==> config.mk <==
export PLATFORM = sky130hd
export DESIGN_NAME = axil_gp0_arbiter_flat
export DESIGN_NICKNAME = d
export VERILOG_FILES = /design/src/rtl/axil_gp0_arbiter_if.sv /design/src/rtl/axil_gp0_arbiter.sv /design/src/flat_wrapper.sv
export SDC_FILE = /design/constraint.sdc
export NUM_CORES = 1
export LEC_CHECK = 0
export ABC_AREA = 1
export BUFFER_PORTS_ARGS = -buffer_cell sky130_fd_sc_hd__buf_2
export CAP_MARGIN = 40
export CELL_PAD_IN_SITES_DETAIL_PLACEMENT = 0
export CELL_PAD_IN_SITES_GLOBAL_PLACEMENT = 1
export CORE_MARGIN = 4
export CORE_UTILIZATION = 27
export DETAILED_ROUTE_END_ITERATION = 8
export PLACE_DENSITY = 0.84
export SKIP_CTS_REPAIR_TIMING = 1
export SYNTH_ARGS = -nofsm -noshare
export SYNTH_HDL_FRONTEND = slang
export SYNTH_SLANG_ARGS = --single-unit
==> constraint.sdc <==
create_clock -name aclk -period 1.5 [get_ports aclk]
set_clock_uncertainty 0.15 [all_clocks]
set_input_delay 0.225 -clock aclk [delete_from_list [all_inputs] [get_ports aclk]]
set_output_delay 0.225 -clock aclk [all_outputs]
set_load 0.005 [all_outputs]
==> src/rtl/axil_gp0_arbiter_if.sv <==
// Requester command/response channels plus the GP0 AXI4-Lite master port.
// The arbiter connects through the master modport; the requesters and the slave connect through slave.
interface axil_gp0_arbiter_if #(
    parameter int num_req_p    = 2,
    parameter int addr_width_p = 10,
    parameter int data_width_p = 32
) ();
    localparam int strb_width_lp = data_width_p / 8;

    logic [num_req_p-1:0]                req_v_i;
    logic [num_req_p-1:0]                req_w_i;
    logic [num_req_p*addr_width_p-1:0]   req_addr_i;
    logic [num_req_p*data_width_p-1:0]   req_data_i;
    logic [num_req_p*strb_width_lp-1:0]  req_strb_i;
    logic [num_req_p-1:0]                req_ready_o;
    logic [num_req_p-1:0]                resp_v_o;
    logic [data_width_p-1:0]             resp_data_o;
    logic                                resp_err_o;
    logic [num_req_p-1:0]                resp_ready_i;

    logic [addr_width_p-1:0]             m_axi_awaddr;
    logic [2:0]                          m_axi_awprot;
    logic                                m_axi_awvalid;
    logic                                m_axi_awready;
    logic [data_width_p-1:0]             m_axi_wdata;
    logic [strb_width_lp-1:0]            m_axi_wstrb;
    logic                                m_axi_wvalid;
    logic                                m_axi_wready;
    logic [1:0]                          m_axi_bresp;
    logic                                m_axi_bvalid;
    logic                                m_axi_bready;
    logic [addr_width_p-1:0]             m_axi_araddr;
    logic [2:0]                          m_axi_arprot;
    logic                                m_axi_arvalid;
    logic                                m_axi_arready;
    logic [data_width_p-1:0]             m_axi_rdata;
    logic [1:0]                          m_axi_rresp;
    logic                                m_axi_rvalid;
    logic                                m_axi_rready;

    modport master (
        input  req_v_i, req_w_i, req_addr_i, req_data_i, req_strb_i, resp_ready_i,
        output req_ready_o, resp_v_o, resp_data_o, resp_err_o,
        output m_axi_awaddr, m_axi_awprot, m_axi_awvalid,
        input  m_axi_awready,
        output m_axi_wdata, m_axi_wstrb, m_axi_wvalid,
        input  m_axi_wready,
        input  m_axi_bresp, m_axi_bvalid,
        output m_axi_bready,
        output m_axi_araddr, m_axi_arprot, m_axi_arvalid,
        input  m_axi_arready,
        input  m_axi_rdata, m_axi_rresp, m_axi_rvalid,
        output m_axi_rready
    );

    modport slave (
        output req_v_i, req_w_i, req_addr_i, req_data_i, req_strb_i, resp_ready_i,
        input  req_ready_o, resp_v_o, resp_data_o, resp_err_o,
        input  m_axi_awaddr, m_axi_awprot, m_axi_awvalid,
        output m_axi_awready,
        input  m_axi_wdata, m_axi_wstrb, m_axi_wvalid,
        output m_axi_wready,
        output m_axi_bresp, m_axi_bvalid,
        input  m_axi_bready,
        input  m_axi_araddr, m_axi_arprot, m_axi_arvalid,
        output m_axi_arready,
        output m_axi_rdata, m_axi_rresp, m_axi_rvalid,
        input  m_axi_rready
    );
endinterface

==> src/rtl/axil_gp0_arbiter.sv <==
// Round-robin arbiter sharing one AXI4-Lite GP0 slave port among num_req_p requesters,
// one single-word transaction in flight at a time.
//
// state   | meaning
// --------+-----------------------------------------------------------
// S_IDLE  | waiting for a request; grant and latch the command
// S_WR    | AW and W outstanding, each dropped after its own handshake
// S_WR_B  | waiting for the write response
// S_RD_AR | AR outstanding
// S_RD_R  | waiting for read data
// S_RESP  | response presented to the granted requester
module axil_gp0_arbiter #(
    parameter int num_req_p    = 2,
    parameter int addr_width_p = 10,
    parameter int data_width_p = 32
) (
    input  logic                aclk,
    input  logic                aresetn,
    axil_gp0_arbiter_if.master  bus
);
    localparam int ID_W   = (num_req_p > 1) ? $clog2(num_req_p) : 1;
    localparam int STRB_W = data_width_p / 8;

    typedef enum logic [2:0] {
        S_IDLE,
        S_WR,
        S_WR_B,
        S_RD_AR,
        S_RD_R,
        S_RESP
    } state_t;

    state_t                  r_state;
    state_t                  w_state_nxt;
    logic [ID_W-1:0]         r_rr_ptr;
    logic [ID_W-1:0]         r_id;
    logic [addr_width_p-1:0] r_addr;
    logic [data_width_p-1:0] r_wdata;
    logic [STRB_W-1:0]       r_strb;
    logic [data_width_p-1:0] r_resp_data;
    logic                    r_err;
    logic                    r_aw_pend;
    logic                    r_w_pend;

    logic                    w_gnt_v;
    logic [ID_W-1:0]         w_gnt_id;
    logic [num_req_p-1:0]    w_req_ready;
    logic [num_req_p-1:0]    w_resp_v;
    logic                    w_unused;

    // First asserted request at or after the round-robin pointer, wrapping modulo num_req_p.
    always_comb begin
        w_gnt_v  = 1'b0;
        w_gnt_id = '0;
        for (int k = 0; k < num_req_p; k++) begin
            if (!w_gnt_v && bus.req_v_i[(int'(r_rr_ptr) + k) % num_req_p]) begin
                w_gnt_v  = 1'b1;
                w_gnt_id = ID_W'((int'(r_rr_ptr) + k) % num_req_p);
            end
        end
    end

    always_ff @(posedge aclk or negedge aresetn) begin
        if (!aresetn) begin
            r_state <= S_IDLE;
        end else begin
            r_state <= w_state_nxt;
        end
    end

    always_comb begin
        w_state_nxt = r_state;
        w_req_ready = '0;
        w_resp_v    = '0;
        case (r_state)
            S_IDLE: begin
                if (w_gnt_v) begin
                    w_req_ready[w_gnt_id] = 1'b1;
                    w_state_nxt = bus.req_w_i[w_gnt_id] ? S_WR : S_RD_AR;
                end
            end
            S_WR: begin
                if ((!r_aw_pend || bus.m_axi_awready) && (!r_w_pend || bus.m_axi_wready)) begin
                    w_state_nxt = S_WR_B;
                end
            end
            S_WR_B: begin
                if (bus.m_axi_bvalid) begin
                    w_state_nxt = S_RESP;
                end
            end
            S_RD_AR: begin
                if (bus.m_axi_arready) begin
                    w_state_nxt = S_RD_R;
                end
            end
            S_RD_R: begin
                if (bus.m_axi_rvalid) begin
                    w_state_nxt = S_RESP;
                end
            end
            S_RESP: begin
                w_resp_v[r_id] = 1'b1;
                if (bus.resp_ready_i[r_id]) begin
                    w_state_nxt = S_IDLE;
                end
            end
            default: w_state_nxt = S_IDLE;
        endcase
    end

    always_ff @(posedge aclk or negedge aresetn) begin
        if (!aresetn) begin
            r_rr_ptr    <= '0;
            r_id        <= '0;
            r_addr      <= '0;
            r_wdata     <= '0;
            r_strb      <= '0;
            r_resp_data <= '0;
            r_err       <= 1'b0;
            r_aw_pend   <= 1'b0;
            r_w_pend    <= 1'b0;
        end else begin
            case (r_state)
                S_IDLE: begin
                    if (w_gnt_v) begin
                        r_id      <= w_gnt_id;
                        r_addr    <= bus.req_addr_i[w_gnt_id*addr_width_p +: addr_width_p];
                        r_wdata   <= bus.req_data_i[w_gnt_id*data_width_p +: data_width_p];
                        r_strb    <= bus.req_strb_i[w_gnt_id*STRB_W +: STRB_W];
                        r_aw_pend <= bus.req_w_i[w_gnt_id];
                        r_w_pend  <= bus.req_w_i[w_gnt_id];
                        r_rr_ptr  <= (w_gnt_id == ID_W'(num_req_p - 1)) ? '0 : w_gnt_id + 1'b1;
                    end
                end
                S_WR: begin
                    if (bus.m_axi_awready) begin
                        r_aw_pend <= 1'b0;
                    end
                    if (bus.m_axi_wready) begin
                        r_w_pend <= 1'b0;
                    end
                end
                S_WR_B: begin
                    if (bus.m_axi_bvalid) begin
                        r_err       <= bus.m_axi_bresp[1];
                        r_resp_data <= '0;
                    end
                end
                S_RD_R: begin
                    if (bus.m_axi_rvalid) begin
                        r_err       <= bus.m_axi_rresp[1];
                        r_resp_data <= bus.m_axi_rdata;
                    end
                end
                default: ;
            endcase
        end
    end

    // Valids come only from state/flops, so they never follow a ready combinationally.
    assign bus.m_axi_awaddr  = r_addr;
    assign bus.m_axi_awprot  = 3'b000;
    assign bus.m_axi_awvalid = r_aw_pend;
    assign bus.m_axi_wdata   = r_wdata;
    assign bus.m_axi_wstrb   = r_strb;
    assign bus.m_axi_wvalid  = r_w_pend;
    assign bus.m_axi_bready  = (r_state == S_WR_B);
    assign bus.m_axi_araddr  = r_addr;
    assign bus.m_axi_arprot  = 3'b000;
    assign bus.m_axi_arvalid = (r_state == S_RD_AR);
    assign bus.m_axi_rready  = (r_state == S_RD_R);

    assign bus.req_ready_o   = w_req_ready;
    assign bus.resp_v_o      = w_resp_v;
    assign bus.resp_data_o   = r_resp_data;
    assign bus.resp_err_o    = r_err;

    // OKAY and EXOKAY are both treated as success, so only bit 1 of a response matters.
    assign w_unused = ^{bus.m_axi_bresp[0], bus.m_axi_rresp[0]};
endmodule

==> src/flat_wrapper.sv <==
// flat-port wrapper written by rule: the top's interface ports become plain ports
module axil_gp0_arbiter_flat 
#(
    parameter int num_req_p    = 2,
    parameter int addr_width_p = 10,
    parameter int data_width_p = 32
)
  (aclk, aresetn, bus_req_v_i, bus_req_w_i, bus_req_addr_i, bus_req_data_i, bus_req_strb_i, bus_resp_ready_i, bus_req_ready_o, bus_resp_v_o, bus_resp_data_o, bus_resp_err_o, bus_m_axi_awaddr, bus_m_axi_awprot, bus_m_axi_awvalid, bus_m_axi_awready, bus_m_axi_wdata, bus_m_axi_wstrb, bus_m_axi_wvalid, bus_m_axi_wready, bus_m_axi_bresp, bus_m_axi_bvalid, bus_m_axi_bready, bus_m_axi_araddr, bus_m_axi_arprot, bus_m_axi_arvalid, bus_m_axi_arready, bus_m_axi_rdata, bus_m_axi_rresp, bus_m_axi_rvalid, bus_m_axi_rready);
  axil_gp0_arbiter_if #(.num_req_p(num_req_p), .addr_width_p(addr_width_p), .data_width_p(data_width_p)) bus_i ();
  input  logic aclk;
  input  logic aresetn;
  input wire logic [$bits(bus_i.req_v_i)-1:0] bus_req_v_i;
  input wire logic [$bits(bus_i.req_w_i)-1:0] bus_req_w_i;
  input wire logic [$bits(bus_i.req_addr_i)-1:0] bus_req_addr_i;
  input wire logic [$bits(bus_i.req_data_i)-1:0] bus_req_data_i;
  input wire logic [$bits(bus_i.req_strb_i)-1:0] bus_req_strb_i;
  input wire logic [$bits(bus_i.resp_ready_i)-1:0] bus_resp_ready_i;
  output wire logic [$bits(bus_i.req_ready_o)-1:0] bus_req_ready_o;
  output wire logic [$bits(bus_i.resp_v_o)-1:0] bus_resp_v_o;
  output wire logic [$bits(bus_i.resp_data_o)-1:0] bus_resp_data_o;
  output wire logic [$bits(bus_i.resp_err_o)-1:0] bus_resp_err_o;
  output wire logic [$bits(bus_i.m_axi_awaddr)-1:0] bus_m_axi_awaddr;
  output wire logic [$bits(bus_i.m_axi_awprot)-1:0] bus_m_axi_awprot;
  output wire logic [$bits(bus_i.m_axi_awvalid)-1:0] bus_m_axi_awvalid;
  input wire logic [$bits(bus_i.m_axi_awready)-1:0] bus_m_axi_awready;
  output wire logic [$bits(bus_i.m_axi_wdata)-1:0] bus_m_axi_wdata;
  output wire logic [$bits(bus_i.m_axi_wstrb)-1:0] bus_m_axi_wstrb;
  output wire logic [$bits(bus_i.m_axi_wvalid)-1:0] bus_m_axi_wvalid;
  input wire logic [$bits(bus_i.m_axi_wready)-1:0] bus_m_axi_wready;
  input wire logic [$bits(bus_i.m_axi_bresp)-1:0] bus_m_axi_bresp;
  input wire logic [$bits(bus_i.m_axi_bvalid)-1:0] bus_m_axi_bvalid;
  output wire logic [$bits(bus_i.m_axi_bready)-1:0] bus_m_axi_bready;
  output wire logic [$bits(bus_i.m_axi_araddr)-1:0] bus_m_axi_araddr;
  output wire logic [$bits(bus_i.m_axi_arprot)-1:0] bus_m_axi_arprot;
  output wire logic [$bits(bus_i.m_axi_arvalid)-1:0] bus_m_axi_arvalid;
  input wire logic [$bits(bus_i.m_axi_arready)-1:0] bus_m_axi_arready;
  input wire logic [$bits(bus_i.m_axi_rdata)-1:0] bus_m_axi_rdata;
  input wire logic [$bits(bus_i.m_axi_rresp)-1:0] bus_m_axi_rresp;
  input wire logic [$bits(bus_i.m_axi_rvalid)-1:0] bus_m_axi_rvalid;
  output wire logic [$bits(bus_i.m_axi_rready)-1:0] bus_m_axi_rready;
  assign bus_i.req_v_i = bus_req_v_i;
  assign bus_i.req_w_i = bus_req_w_i;
  assign bus_i.req_addr_i = bus_req_addr_i;
  assign bus_i.req_data_i = bus_req_data_i;
  assign bus_i.req_strb_i = bus_req_strb_i;
  assign bus_i.resp_ready_i = bus_resp_ready_i;
  assign bus_req_ready_o = bus_i.req_ready_o;
  assign bus_resp_v_o = bus_i.resp_v_o;
  assign bus_resp_data_o = bus_i.resp_data_o;
  assign bus_resp_err_o = bus_i.resp_err_o;
  assign bus_m_axi_awaddr = bus_i.m_axi_awaddr;
  assign bus_m_axi_awprot = bus_i.m_axi_awprot;
  assign bus_m_axi_awvalid = bus_i.m_axi_awvalid;
  assign bus_i.m_axi_awready = bus_m_axi_awready;
  assign bus_m_axi_wdata = bus_i.m_axi_wdata;
  assign bus_m_axi_wstrb = bus_i.m_axi_wstrb;
  assign bus_m_axi_wvalid = bus_i.m_axi_wvalid;
  assign bus_i.m_axi_wready = bus_m_axi_wready;
  assign bus_i.m_axi_bresp = bus_m_axi_bresp;
  assign bus_i.m_axi_bvalid = bus_m_axi_bvalid;
  assign bus_m_axi_bready = bus_i.m_axi_bready;
  assign bus_m_axi_araddr = bus_i.m_axi_araddr;
  assign bus_m_axi_arprot = bus_i.m_axi_arprot;
  assign bus_m_axi_arvalid = bus_i.m_axi_arvalid;
  assign bus_i.m_axi_arready = bus_m_axi_arready;
  assign bus_i.m_axi_rdata = bus_m_axi_rdata;
  assign bus_i.m_axi_rresp = bus_m_axi_rresp;
  assign bus_i.m_axi_rvalid = bus_m_axi_rvalid;
  assign bus_m_axi_rready = bus_i.m_axi_rready;
  axil_gp0_arbiter #(.num_req_p(num_req_p), .addr_width_p(addr_width_p), .data_width_p(data_width_p)) u_core (.aclk(aclk), .aresetn(aresetn), .bus(bus_i));
endmodule
==> impl_metrics.yaml <==
worst_setup_path:
  crit_top_cell: "inv_2"
  worst_setup_path_end_kind: "output port"
  cp_slowest_cell: "dfrtp_1"
  crit_family: "flip-flops"
  worst-path-buf-inv: 3
  crit_fanout: 4
  max_stage_delay_ns: 0.42
  r2r_cells: 9
  arrival_ns: 1.43
  crit_required_ns: 1.12
  cp_cell_sequence: "inv_2 > nand2_4 > nor3_4 > inv_2 > nor2_4 > buf_2"
  worst-path-stages: 6
  start_kind: "flop"
  crit_type: "reg2out"
min_path:
  hold_path_class: "in2reg"
  holdPathStages: 3
clock_network:
  cts_root_buf: "clkbuf_16"
  htree_levels: 3
  insertion_delay_ns: 0.34
  cts_sinks: 86
  cts.path.max_buffers: 2
  cts_buffers: 9
  cts_tree: "yes"
  clk_pin_slew_ns: 0.06
logic_synthesis:
  ys_warn_count: 0
  yosysSeqAreaShare_pct: 53.9
  syn-instance-count: 492
  ys_seq_elements: 86
  ys_types: 23
  syn-cell-area_um2: 3990
  syn_area_per_cell_um2: 8.11
place:
  dpl.hpwl_um: 9410
  place_area_um2: 5470
  gp_congestion: 0.778
  dp_cells: 907
  io_buffer_count: 236
cells_and_area:
  final_common_cell: "buf_2"
  mostFrequentLayoutCells: "233 x buf_2, 194 x nand2_1, 123 x dlygate4sd3_1"
  instances_no_fill: 1073
  syn_to_final_growth_pct: 89.7
  finalInstanceArea_um2: 7570
  fin_nets: 1024
  drive_gt1_share_pct: 38.5
floorplan:
  design.die.area_um2: 16800
  die_height_um: 130
  ioPinCount: 245
  die_x_um: 130
  core_area_um2: 14500
  start_util_pct: 27.5
  num_rows: 44
global_route:
  grt_pass1_vias: 3787
  antenna_found_initial: 0
  grt_use_total_pct: 14.6
  grt_overflow: 0
  grt_pass1_wl_um: 19200
  grt_max_degree: 43
status:
  violations: "hold timing, setup timing"
  status: "finished with violations"
power_and_ir_drop:
  total_power_uw: 13300
  peakVddDrop_v: 0.000671
  power.density_nw_per_um2: 1760
  p_leak_uw: 0.00409
timing:
  max_freq_mhz: 553
  fin_setup_tns_ns: -11.67
  finalCritPeriodShare_pct: 121
  whs_ns: -0.0362
  setup_violations: 92
  hold_violations: 2
  finalMaxSlewViolations: 0
  setup_ws_ns: -0.310
  rsz0062_at_grt: "yes"
  min_period_ns: 1.81
detailed_routing:
  dr.pass1.iters: 4
  avgRoutedWirePerCell_um: 15.5
  drc: 0
  ant_nets: 0
  drtIter0Drc: 236
  routed_wl_um: 16600
  dr_total_vias: 4902
  viasPerCell: 4.57
run:
  maxCapViolations: 0
[area by class of cell]
class                      instances  area (um2)
multi-input combinational        352        1660
tap                              184         230
fill                            1307        6960
inverter                          16        66.3
clock buffer                      10         239
antenna                            1        2.50
clock inverter                     6        85.1
timing repair buffer             418        3140
sequential                        86        2150
[worst paths after layout]
path,startpoint,to,slack (ns)
max reg2reg,u_core.r_state[2]$_DFFE_PN0P_,u_core.bus.m_axi_wdata[13]$_DFFE_PN0P_,-0.20
max in group asynchronous,aresetn,u_core.bus.m_axi_wdata[18]$_DFFE_PN0P_,0.49
max,u_core.r_state[2]$_DFFE_PN0P_,bus_req_ready_o[0],-0.31
min,bus_m_axi_rdata[21],u_core.bus.resp_data_o[21]$_DFFE_PN0P_,-0.04
min in group asynchronous,aresetn,u_core.bus.resp_data_o[28]$_DFFE_PN0P_,0.19
min reg2reg,u_core.bus.resp_data_o[7]$_DFFE_PN0P_,u_core.bus.resp_data_o[7]$_DFFE_PN0P_,0.34
[registers in the layout, summed over array words and instances (netlist names)]
register                  cells
u_core.r_rr_ptr               1
u_core.r_id                   1
u_core.bus.m_axi_wstrb        4
u_core.bus.m_axi_wdata       32
u_core.bus.resp_err_o         1
u_core.bus.resp_data_o       32
u_core.bus.m_axi_awvalid      1
u_core.bus.m_axi_wvalid       1
u_core.bus.m_axi_araddr      10
u_core.r_state                3
[metrics by stage]
stage                     hold WS [ns]  setup slack (ns)  util [%]
after CTS                       -0.373            -0.400      39.9
after global placement         0.00393            -0.275      37.6
after detailed placement       0.00503            -0.317      37.6
after floorplan                 -0.221           0.00464         -
final                          -0.0362            -0.310      52.1
after global routing           -0.0151            -0.379      52.1
[cell families after synthesis]
kind of cell,synth area share [%]
AOI/OAI and AO/OA,4.70
buffers and inverters,8.34
DFF,53.9
other,0.0939
and+or+nand+nor,33.0
[cells in the mapped netlist (all sizes together)]
cell type / n / share of area [%]
nand2: 202 / 19
nand3: 87 / 11
dfrtp: 86 / 54
o21ai: 35 / 4.4
buf: 34 / 5.9
inv: 15 / 1.4
nor2: 11 / 1.4
clkbuf: 10 / 0.94
nand3b: 3 / 0.56
nor3: 3 / 0.66
a21oi: 1 / 0.13
and2: 1 / 0.16
clkinv: 1 / 0.094
conb: 1 / 0.094
nand4: 1 / 0.16
o21bai: 1 / 0.19
[worst min-delay path, cell delays in order]
cell and delay, ns:
buf_2 0.08, nand3_1 0.06, nand2_1 0.05
[report_power, final]
group,switching [uW],internal (uW)
Combinational,3550,3320
Clock,937,1500
Sequential,592,3400
[layer usage]
metal	part of all wire [%]	GRT usage, %	vias up
li1	-	-	2348
met1	39	18.6	2275
met2	50	24.0	235
met3	7.3	2.89	44
met4	3.1	6.42	0
met5	0	0	-
Power figures use the tool's default switching activity.
